--- config.mk ---
export PLATFORM = sky130hd
export DESIGN_NAME = am9511_bus_frontend
export DESIGN_NICKNAME = d
export VERILOG_FILES = /design/src/rtl/am9513_pkg.sv /design/src/rtl/carbon_pkg.sv /design/src/rtl/am9511_byte_stack.sv /design/src/rtl/am9511_bus_frontend.sv
export SDC_FILE = /design/constraint.sdc
export NUM_CORES = 1
export LEC_CHECK = 0
export CORE_UTILIZATION = 59
export DETAILED_ROUTE_END_ITERATION = 7
export PLACE_DENSITY_LB_ADDON = 0.25
export SLEW_MARGIN = 20
export SYNTH_ARGS = -nofsm -noshare
export SYNTH_HDL_FRONTEND = slang
export SYNTH_SLANG_ARGS = --single-unit
--- constraint.sdc ---
create_clock -name clk -period 5.6 [get_ports clk]
set_input_delay 1.12 -clock clk [delete_from_list [all_inputs] [get_ports clk]]
set_output_delay 1.12 -clock clk [all_outputs]
set_load 0.03 [all_outputs]
--- src/rtl/am9513_pkg.sv ---
// am9513_pkg: Am9511 front-end command codes, status byte layout and FSM states.
package am9513_pkg;
   localparam logic [6:0] CMD_NOP  = 7'h00;
   localparam logic [6:0] CMD_SQRT = 7'h01;
   localparam logic [6:0] CMD_SIN  = 7'h02;
   localparam logic [6:0] CMD_ADD  = 7'h10;
   localparam logic [6:0] CMD_SUB  = 7'h11;
   localparam logic [6:0] CMD_MUL  = 7'h12;
   localparam logic [6:0] CMD_DIV  = 7'h13;
   localparam logic [6:0] CMD_FMA  = 7'h14;
   localparam int ST_BUSY = 7;
   localparam int ST_SIGN = 6;
   localparam int ST_ZERO = 5;
   localparam int ST_CODE = 1;
   typedef enum logic [1:0] {S_IDLE, S_ISSUE, S_WAIT, S_WRBK} state_e;
endpackage

--- src/rtl/carbon_pkg.sv ---
// carbon_pkg: shared executor function, format and status codes used by the
// front end and the arithmetic executor it talks to.
package carbon_pkg;
   localparam logic [7:0]  CARBON_FUNC_ADD          = 8'h01;
   localparam logic [7:0]  CARBON_FUNC_SUB          = 8'h02;
   localparam logic [7:0]  CARBON_FUNC_MUL          = 8'h03;
   localparam logic [7:0]  CARBON_FUNC_DIV          = 8'h04;
   localparam logic [7:0]  CARBON_FUNC_SQRT         = 8'h05;
   localparam logic [7:0]  CARBON_FUNC_SIN          = 8'h06;
   localparam logic [7:0]  CARBON_FUNC_FMA          = 8'h07;
   localparam logic [7:0]  CARBON_FMT_BINARY32      = 8'h02;
   localparam logic [15:0] CARBON_STATUS_OK         = 16'h0000;
   localparam logic [15:0] CARBON_STATUS_INVALID_OP = 16'h0005;
endpackage

--- src/rtl/am9511_byte_stack.sv ---
// am9511_byte_stack: 16-byte circular stack with little-endian TOS/NOS/third
// word views and a single-cycle "pop N words, push one word" writeback.
module am9511_byte_stack (
   input  logic        clk,
   input  logic        rst,
   input  logic        push_i,
   input  logic        pop_i,
   input  logic [7:0]  din_i,
   input  logic        wb_i,
   input  logic [1:0]  wb_pop_i,
   input  logic [31:0] wb_word_i,
   output logic [7:0]  dout_o,
   output logic [31:0] tos_o,
   output logic [31:0] nos_o,
   output logic [31:0] third_o
);
   logic [7:0] mem_q [16];
   logic [3:0] ptr_q;
   logic [3:0] base;

   assign base   = ptr_q - {wb_pop_i, 2'b00};
   assign dout_o = mem_q[ptr_q - 4'd1];

   // the lowest-addressed byte of each word is its LSB (first pushed)
   always_comb begin
      for (int i = 0; i < 4; i++) begin
         tos_o[8*i +: 8]   = mem_q[ptr_q - 4'd4 + 4'(i)];
         nos_o[8*i +: 8]   = mem_q[ptr_q - 4'd8 + 4'(i)];
         third_o[8*i +: 8] = mem_q[ptr_q - 4'd12 + 4'(i)];
      end
   end

   always_ff @(posedge clk) begin
      if (rst) begin
         ptr_q <= '0;
         for (int i = 0; i < 16; i++) mem_q[i] <= '0;
      end else if (wb_i) begin
         for (int i = 0; i < 4; i++) mem_q[base + 4'(i)] <= wb_word_i[8*i +: 8];
         ptr_q <= base + 4'd4;
      end else if (push_i) begin
         mem_q[ptr_q] <= din_i;
         ptr_q <= ptr_q + 4'd1;
      end else if (pop_i) begin
         ptr_q <= ptr_q - 4'd1;
      end
   end
endmodule

--- src/rtl/am9511_bus_frontend.sv ---
// am9511_bus_frontend: Am9511-style byte bus front end feeding a 64-bit executor.
// Define AM9511_FRONTEND_FMA_EN to decode command 0x14 as a three-operand FMA.
module am9511_bus_frontend
   import carbon_pkg::*;
   import am9513_pkg::*;
(
   input  logic        clk,
   input  logic        rst,
   input  logic        bus_wr,
   input  logic        bus_rd,
   input  logic        bus_cd,
   input  logic [7:0]  bus_wdata,
   output logic [7:0]  bus_rdata,
   output logic        bus_rvalid,
   output logic        req_valid,
   input  logic        req_ready,
   output logic [7:0]  req_func,
   output logic [7:0]  req_fmt,
   output logic [31:0] req_flags,
   output logic [63:0] req_op0,
   output logic [63:0] req_op1,
   output logic [63:0] req_op2,
   output logic [1:0]  req_rm,
   input  logic        rsp_valid,
   input  logic [63:0] rsp_value,
   input  logic [15:0] rsp_status,
   output logic        busy,
   output logic        irq
);
   state_e      state_q, state_d;
   logic [7:0]  func_q, func_d, rdata_q, rdata_d, dout, dec_func, status;
   logic [63:0] op0_q, op0_d, op1_q, op1_d, op2_q, op2_d;
   logic [1:0]  npop_q, npop_d, dec_n;
   logic [31:0] res_q, res_d, tos, nos, third;
   logic [15:0] rstat_q, rstat_d;
   logic [3:0]  code_q, code_d;
   logic        sre_q, sre_d, irq_q, irq_d, sign_q, sign_d, zero_q, zero_d, rvalid_q;
   logic        dec_ok, idle, wr, rd, cmd_wr, wb_ok, unused_hi;

   assign wr        = bus_wr & ~bus_rd;
   assign rd        = bus_rd & ~bus_wr;
   assign idle      = state_q == S_IDLE;
   assign cmd_wr    = wr & bus_cd & idle;
   assign wb_ok     = (state_q == S_WRBK) && (rstat_q == CARBON_STATUS_OK);
   assign unused_hi = ^rsp_value[63:32];

   am9511_byte_stack u_stack (
      .clk(clk), .rst(rst),
      .push_i(wr & ~bus_cd & idle), .pop_i(rd & ~bus_cd & idle), .din_i(bus_wdata),
      .wb_i(wb_ok), .wb_pop_i(npop_q), .wb_word_i(res_q),
      .dout_o(dout), .tos_o(tos), .nos_o(nos), .third_o(third)
   );

   always_comb begin
      status = '0;
      status[ST_BUSY] = ~idle;
      status[ST_SIGN] = sign_q;
      status[ST_ZERO] = zero_q;
      status[ST_CODE +: 4] = code_q;
   end

   always_comb begin
      dec_ok = 1'b1;
      dec_n = 2'd2;
      dec_func = CARBON_FUNC_ADD;
      case (bus_wdata[6:0])
         CMD_ADD:  dec_func = CARBON_FUNC_ADD;
         CMD_SUB:  dec_func = CARBON_FUNC_SUB;
         CMD_MUL:  dec_func = CARBON_FUNC_MUL;
         CMD_DIV:  dec_func = CARBON_FUNC_DIV;
         CMD_SQRT: begin dec_func = CARBON_FUNC_SQRT; dec_n = 2'd1; end
         CMD_SIN:  begin dec_func = CARBON_FUNC_SIN; dec_n = 2'd1; end
`ifdef AM9511_FRONTEND_FMA_EN
         CMD_FMA:  begin dec_func = CARBON_FUNC_FMA; dec_n = 2'd3; end
`else
         CMD_FMA:  dec_ok = 1'b0;
`endif
         default:  dec_ok = 1'b0;
      endcase
   end

   always_comb begin
      state_d = state_q;
      func_d = func_q;
      op0_d = op0_q;
      op1_d = op1_q;
      op2_d = op2_q;
      npop_d = npop_q;
      sre_d = sre_q;
      irq_d = irq_q;
      res_d = res_q;
      rstat_d = rstat_q;
      sign_d = sign_q;
      zero_d = zero_q;
      code_d = code_q;
      rdata_d = rd ? (bus_cd ? status : (idle ? dout : 8'hFF)) : rdata_q;
      if (rd && bus_cd) irq_d = 1'b0;
      case (state_q)
         S_IDLE: if (cmd_wr) begin
            // NOP and undefined commands complete here, so SRE raises irq at once
            sre_d = bus_wdata[7];
            irq_d = ~dec_ok & bus_wdata[7];
            func_d = dec_func;
            npop_d = dec_n;
            op0_d = {32'd0, dec_n == 2'd1 ? tos : (dec_n == 2'd2 ? nos : third)};
            op1_d = {32'd0, dec_n == 2'd2 ? tos : (dec_n == 2'd3 ? nos : 32'd0)};
            op2_d = {32'd0, dec_n == 2'd3 ? tos : 32'd0};
            if (dec_ok) state_d = S_ISSUE;
            else if (bus_wdata[6:0] != CMD_NOP) code_d = CARBON_STATUS_INVALID_OP[3:0];
         end
         S_ISSUE: if (req_ready) state_d = S_WAIT;
         S_WAIT: if (rsp_valid) begin
            state_d = S_WRBK;
            res_d = rsp_value[31:0];
            rstat_d = rsp_status;
         end
         default: begin
            state_d = S_IDLE;
            code_d = rstat_q[3:0];
            if (wb_ok) begin
               sign_d = res_q[31];
               zero_d = res_q == 32'd0;
            end
            if (sre_q) irq_d = 1'b1;
         end
      endcase
   end

   always_ff @(posedge clk) begin
      if (rst) begin
         state_q <= S_IDLE;
         func_q <= '0;
         op0_q <= '0;
         op1_q <= '0;
         op2_q <= '0;
         npop_q <= '0;
         sre_q <= 1'b0;
         irq_q <= 1'b0;
         res_q <= '0;
         rstat_q <= '0;
         sign_q <= 1'b0;
         zero_q <= 1'b0;
         code_q <= '0;
         rdata_q <= '0;
         rvalid_q <= 1'b0;
      end else begin
         state_q <= state_d;
         func_q <= func_d;
         op0_q <= op0_d;
         op1_q <= op1_d;
         op2_q <= op2_d;
         npop_q <= npop_d;
         sre_q <= sre_d;
         irq_q <= irq_d;
         res_q <= res_d;
         rstat_q <= rstat_d;
         sign_q <= sign_d;
         zero_q <= zero_d;
         code_q <= code_d;
         rdata_q <= rdata_d;
         rvalid_q <= rd;
      end
   end

   assign bus_rdata  = rdata_q;
   assign bus_rvalid = rvalid_q;
   assign req_valid  = state_q == S_ISSUE;
   assign req_func   = func_q;
   assign req_fmt    = CARBON_FMT_BINARY32;
   assign req_flags  = '0;
   assign req_op0    = op0_q;
   assign req_op1    = op1_q;
   assign req_op2    = op2_q;
   assign req_rm     = '0;
   assign busy       = ~idle;
   assign irq        = irq_q;
endmodule
# [Word-level counts from Yosys, hierarchy flattened]
# Memory sizes are Yosys's and may differ from the RTL's.
# Cells that the tools add are included.
[word_totals] ff_bits=177 mem_bits_rw=128 in_bits=95 wordCells=141 mem_count=1
[op_classes] n_addsub=19 n_eq_ne=18 n_mux=50 bitwise_logic=16 n_reduce_logical=21
[mem_list] name="u_stack.mem_q" depth=16 word_bits=8 rd=13 rd_ports_with_merged_regs=0 write_ports=16 line="am9511_byte_stack.sv:17" source="logic [7:0] mem_q [16];"
[op_table] cell="two-way mux 32 bit" n=5
[op_table] cell="two-way mux 8 bit" n=7
[op_table] cell="two-way mux 4 bit" n=11
[op_table] cell="OR reduction 8 bit" n=5
[op_table] cell="adder 4 x 2 -> 4 bit, second input constant" n=8
[op_table] cell="zero test 32 bit" n=1
[op_table] cell="equality test 7 x 5 -> 1 bit, second input constant" n=4
[op_table] cell="adder 4 x 1 -> 4 bit, second input constant" n=5
[op_table] cell="two-way mux 1 bit" n=18
[op_table] cell="zero test 16 bit" n=1
[op_table] cell="case mux 3 bit (5 select lines)" n=1
[op_table] cell="two-way mux 2 bit" n=5
[op_table] cell="bitwise AND 1 bit" n=9
[op_table] cell="equality test 2 bit, second input constant" n=4
[op_table] cell="case mux 4 bit (2 select lines)" n=1
[op_table] cell="AND reduction 4 bit" n=2
[op_table] cell="subtractor 4 bit, second input constant" n=2
[op_table] cell="equality test 7 x 1 -> 1 bit, second input constant" n=1
[op_table] cell="equality test 7 x 2 -> 1 bit, second input constant" n=1
[op_table] cell="inverter 1 bit" n=7
[op_table] cell="nonzero test 7 bit" n=1
[op_table] cell="!= test 2 x 1 -> 1 bit, second input constant" n=3
[op_table] cell="!= test 2 bit, second input constant" n=3
[op_table] cell="case mux 2 bit (3 select lines)" n=1
[op_table] cell="other kinds (13)" n=18

# [Logic depth before layout (Yosys ltp)]
[logic_depth] ltp_word=10 ltp_mapped=15

# [Modules after synthesis]
# A second synthesis with hierarchy kept.
[unflattened] hier_cells=2341 area_unflattened_um2=21891.0
[modules_own_cells] module="am9511_byte_stack" instances=1 cells_each=1472 area_per_inst_um2=14894.3 seq_area_each_um2=3923.8
[modules_own_cells] module="am9511_bus_frontend" instances=1 cells_each=869 area_per_inst_um2=6996.7 seq_area_each_um2=2722.6

# [Worst setup path after synthesis]
# Ideal clock, no wire load.
[synth_path] kind="reg2reg" start="register u_stack.ptr_q[2]" end="memory u_stack.mem_q[2][0], enable pin" arrival_ps=3473 setup_slack_ps=1821 path_stages_with_launch=14 n_path_buf=3 synth_period_minus_slack_ps=3779 cell_sequence="dfxtp_1 > buf_2 > inv_2 > clkbuf_1 > ha_1 > clkbuf_1 > inv_1 > ha_1 > a21oi_1 > xor2_1 > nor2_1 > nand3_1 > nand2_1 > or4_1"
[synth_rtl] item="start, declared" line="am9511_byte_stack.sv:18" source="logic [3:0] ptr_q;"
[synth_rtl] item="start signal, assigned" line="am9511_byte_stack.sv:39" source="ptr_q <= base + 4'd4;"
[synth_rtl] item="start signal, assigned" line="am9511_byte_stack.sv:42" source="ptr_q <= ptr_q + 4'd1;"
[synth_rtl] item="start signal, assigned" line="am9511_byte_stack.sv:44" source="ptr_q <= ptr_q - 4'd1;"
[synth_rtl] item="end, declared" line="am9511_byte_stack.sv:17"

==> impl_metrics.xml <==
<?xml version="1.0" encoding="UTF-8"?>
<metrics>
  <group name="timing">
    <metric name="finalHoldViolations" unit="">0</metric>
    <metric name="finalCritPeriodShare" unit="%">85.1</metric>
    <metric name="tightestPinTransition" unit="ns">1.23</metric>
    <metric name="final_period_minus_worst_setup_slack" unit="ns">4.77</metric>
    <metric name="timing.max_slew.rel_slack" unit="%">17.8</metric>
    <metric name="timing.final.setup_violations" unit="">0</metric>
    <metric name="drv_slew" unit="">0</metric>
    <metric name="setup_total_negative_slack" unit="ns">0</metric>
    <metric name="grt_setup_unrepaired" unit="">no</metric>
    <metric name="clock.fmax" unit="GHz">0.210</metric>
    <metric name="holdWs" unit="ns">0.447</metric>
    <metric name="fin_skew" unit="ns">0.0105</metric>
  </group>
  <group name="critical_path">
    <metric name="criticalPathCategory" unit="">reg -&gt; reg</metric>
    <metric name="endpoint_type_of_the_worst_setup_path" unit="">flip-flop</metric>
    <metric name="timing.critical_path.cells" unit="">inv_2 -&gt; ha_1 -&gt; inv_1 -&gt; ha_1 -&gt; a21oi_1 -&gt; xnor2_1 -&gt; nor2_1 -&gt; nand2_1 -&gt; nand2_1 -&gt; nor3_1 -&gt; o21ai_1</metric>
    <metric name="cp-start-kind" unit="">flip-flop</metric>
    <metric name="cp.required" unit="ns">5.80</metric>
    <metric name="crit_slowest_cell" unit="">dfxtp_1</metric>
    <metric name="path_max_fanout" unit="">21</metric>
    <metric name="worst_reg_to_reg_cells" unit="">11</metric>
    <metric name="worst-endpoint-arrival" unit="ns">4.97</metric>
    <metric name="cp_slowest_stage_delay" unit="ns">0.72</metric>
  </group>
  <group name="synth">
    <metric name="post_synth_inst_count" unit="">2090</metric>
    <metric name="ys_warn_count" unit="">0</metric>
    <metric name="ys_async_sr_fraction" unit="%">0</metric>
    <metric name="postSynthAreaPerCell" unit="um2">9.61</metric>
    <metric name="synth.cell_area" unit="um2">20100</metric>
    <metric name="ys_dominant_reg_cell" unit="">dfxtp_1</metric>
    <metric name="netlist.top_cell.by_area" unit="">mux4_2</metric>
    <metric name="count_of_unique_library_cells_instantiated_by_yosys" unit="">64</metric>
    <metric name="synth.ff_latch_count" unit="">268</metric>
    <metric name="count_of_flip_flops_with_a_built_in_enable_after_synthesis" unit="">128</metric>
    <metric name="synth_top_area_share" unit="%">21.0</metric>
    <metric name="synth_sequential_area_ratio" unit="%">33.1</metric>
    <metric name="cell_types_with_the_largest_area_share_after_synthesis" unit="">mux4_2 21%, edfxtp_1 19%, dfxtp_1 14%</metric>
  </group>
  <group name="global_routing">
    <metric name="first_pass_grt_wire_length" unit="mm">111</metric>
    <metric name="antenna_found_initial" unit="">2</metric>
    <metric name="first_global_vias" unit="">16900</metric>
    <metric name="grtUsageTotal" unit="%">43.1</metric>
    <metric name="grt_start_max_net_pins" unit="">83</metric>
    <metric name="grt.overflow.total" unit="">0</metric>
  </group>
  <group name="cells_and_area">
    <metric name="commonest_cells_after_routing_fill_and_taps_aside" unit="">369 x nand2_1, 187 x mux4_2, 175 x conb_1, 166 x a21oi_1, 140 x clkdlybuf4s50_1</metric>
    <metric name="num_antenna_cells" unit="">0</metric>
    <metric name="syn_to_final_growth" unit="%">10.5</metric>
    <metric name="layout.filler_cells" unit="">2661</metric>
    <metric name="post_route_cells_drive_above_1_share" unit="%">15.7</metric>
    <metric name="regArea" unit="um2">6650</metric>
    <metric name="multiInputGateArea" unit="um2">12100</metric>
    <metric name="layout.nets" unit="">2258</metric>
    <metric name="commonest_non_fill_non_tap_cell_in_the_layout" unit="">nand2_1</metric>
  </group>
  <group name="floorplanning">
    <metric name="num_rows" unit="">67</metric>
    <metric name="core-area" unit="um2">33500</metric>
    <metric name="die_area" unit="um2">34800</metric>
    <metric name="die_x" unit="um">186</metric>
    <metric name="die_y" unit="um">186</metric>
    <metric name="floorplan.io_pins" unit="">349</metric>
    <metric name="starting_density_of_the_core" unit="%">59.9</metric>
  </group>
  <group name="clock_tree">
    <metric name="clock_tree.buffer_depth" unit="">3</metric>
    <metric name="cts.sinks" unit="">268</metric>
    <metric name="tritoncts" unit="">done</metric>
    <metric name="clock_root_cell" unit="">clkbuf_16</metric>
    <metric name="ctsResizeCount" unit="">0</metric>
    <metric name="tritoncts.num_buffers" unit="">29</metric>
    <metric name="clkTransAtPathRegs" unit="ns">0.06</metric>
    <metric name="cts-htree-levels" unit="">1</metric>
    <metric name="post-cts-setup-buffer-count" unit="">0</metric>
    <metric name="clkLatencyLatePin" unit="ns">0.58</metric>
    <metric name="hold_buffers" unit="">0</metric>
  </group>
  <group name="routing">
    <metric name="remaining_drc_errors" unit="">0</metric>
    <metric name="met3_length" unit="mm">11.7</metric>
    <metric name="route.layer.met1.wl" unit="mm">26.8</metric>
    <metric name="vias_per_cell" unit="">7.21</metric>
    <metric name="highest_layer" unit="">met5</metric>
    <metric name="wire_per_inst" unit="um">29.4</metric>
    <metric name="wirelength" unit="mm">76.9</metric>
    <metric name="drt-initial-drc-count" unit="">2926</metric>
    <metric name="drtPass1Iterations" unit="">7</metric>
    <metric name="route.vias.total" unit="">18900</metric>
    <metric name="wl_met2" unit="mm">32.6</metric>
    <metric name="final_antenna_net_count" unit="">0</metric>
  </group>
  <group name="place">
    <metric name="routabilityCongestion" unit="">1.03</metric>
    <metric name="place.port_buffers" unit="">141</metric>
    <metric name="dp_hpwl" unit="mm">54.6</metric>
  </group>
  <group name="power">
    <metric name="max-vdd-ir-drop" unit="uV">253</metric>
    <metric name="static-leakage-power" unit="uW">0.00752</metric>
    <metric name="power-per-cell-area" unit="nW/um2">302</metric>
  </group>
  <group name="worst_hold_path">
    <metric name="worstHoldPathCells" unit="">2</metric>
    <metric name="hold_class" unit="">reg -&gt; reg</metric>
  </group>
  <group name="status">
    <metric name="status" unit="">finished clean</metric>
  </group>
  <group name="flow_run">
    <metric name="cap_viol_max_count" unit="">0</metric>
  </group>
</metrics>
worst paths after layout:
path / start / endpoint / slack [ns]
setup / recovery: u_stack.ptr_q[2]$_SDFFE_PP0P_ / u_stack.mem_q[8][1]$_DFFE_PP_ / 0.83
hold / removal: req_func[2]$_SDFFE_PP0P_ / req_func[2]$_SDFFE_PP0P_ / 0.45
setup reg to reg: u_stack.ptr_q[2]$_SDFFE_PP0P_ / u_stack.mem_q[8][1]$_DFFE_PP_ / 0.83
hold reg to reg: req_func[2]$_SDFFE_PP0P_ / req_func[2]$_SDFFE_PP0P_ / 0.45
cell type report:
type	instances	area share (%)
clock inverter	14	0.869
timing repair buffer	187	8.05
inverter	11	0.186
multi-input combinational	1647	54.6
tap	448	2.53
clock buffer	39	3.76
sequential	268	30.0
worst max-delay path, delay by kind of cell, from the launching register on:
kind	cells	cell delay, ns
buf+inv	2	0.62
simple gates	4	1.22
fa+ha+maj	2	0.90
flops	1	0.72
compound gates	2	0.70
xor+xnor	1	0.20
per-stage QoR:
step                cells  cell area [um2]  utilization, %  setup WS, ns  power, uW
finish               2614            22200            66.2         0.835       6690
global route         2614            22200            66.2         0.684       6860
CTS                  2613            22100            66.0         0.984       6620
detailed placement   2560            21100            63.0          1.02       4590
global placement     2560            21100            62.9          1.20       4530
floorplan            2263            20700               -          1.82       4000
registers in the layout (all words and copies together) (netlist names), 3 cells and up:
name           cells
rstat_q           16
req_op1           32
res_q             32
bus_rdata          8
u_stack.ptr_q      4
code_q             4
u_stack.mem_q    128
req_func           3
req_op0           32
report_power, final:
group | switching [uW] | internal, uW
combinational | 1370 | 975
clock | 841 | 1230
sequential | 120 | 2150
logic make-up after synthesis:
group | count (synthesis) | synth area share (%)
AO/OA/AOI/OAI | 535 | 17.0
XOR/XNOR | 23 | 1.12
adder cells (fa/ha/maj) | 19 | 1.18
buffers and inverters | 348 | 10.0
flip-flops | 268 | 33.1
multiplexers | 208 | 22.5
other | 2 | 0.0374
AND/OR/NAND/NOR | 687 | 15.1
Yosys cell counts, types with 5 or more instances:
cell / n
mux2_2: 8
nand4_1: 8
o221ai_1: 6
a31oi_1: 10
xnor2_1: 11
and3_1: 5
a211oi_1: 15
nor2b_1: 8
nand2_1: 370
nand3_1: 25
nor3_2: 12
o22ai_1: 61
nand2b_1: 13
a22oi_1: 37
and2_1: 19
inv_1: 8
nor2_2: 11
dfxtp_1: 140
o21ai_0: 115
buf_2: 20
buf_1: 23
a221oi_1: 68
nor4_1: 9
nor3_1: 59
nor2_1: 133
a32oi_1: 32
mux2i_1: 6
mux4_2: 187
a222oi_1: 6
mux4_1: 5
ha_1: 19
buf_4: 176
xor2_1: 10
edfxtp_1: 128
a21oi_1: 166
clkbuf_1: 116
per-layer routing:
layer | GRT usage, % | vias up
li1 | - | 7724
met1 | 57.0 | 9066
met2 | 62.5 | 1710
met3 | 13.4 | 354
met4 | 25.8 | 2
met5 | 0 | -
(Power assumes the default switching activity.)
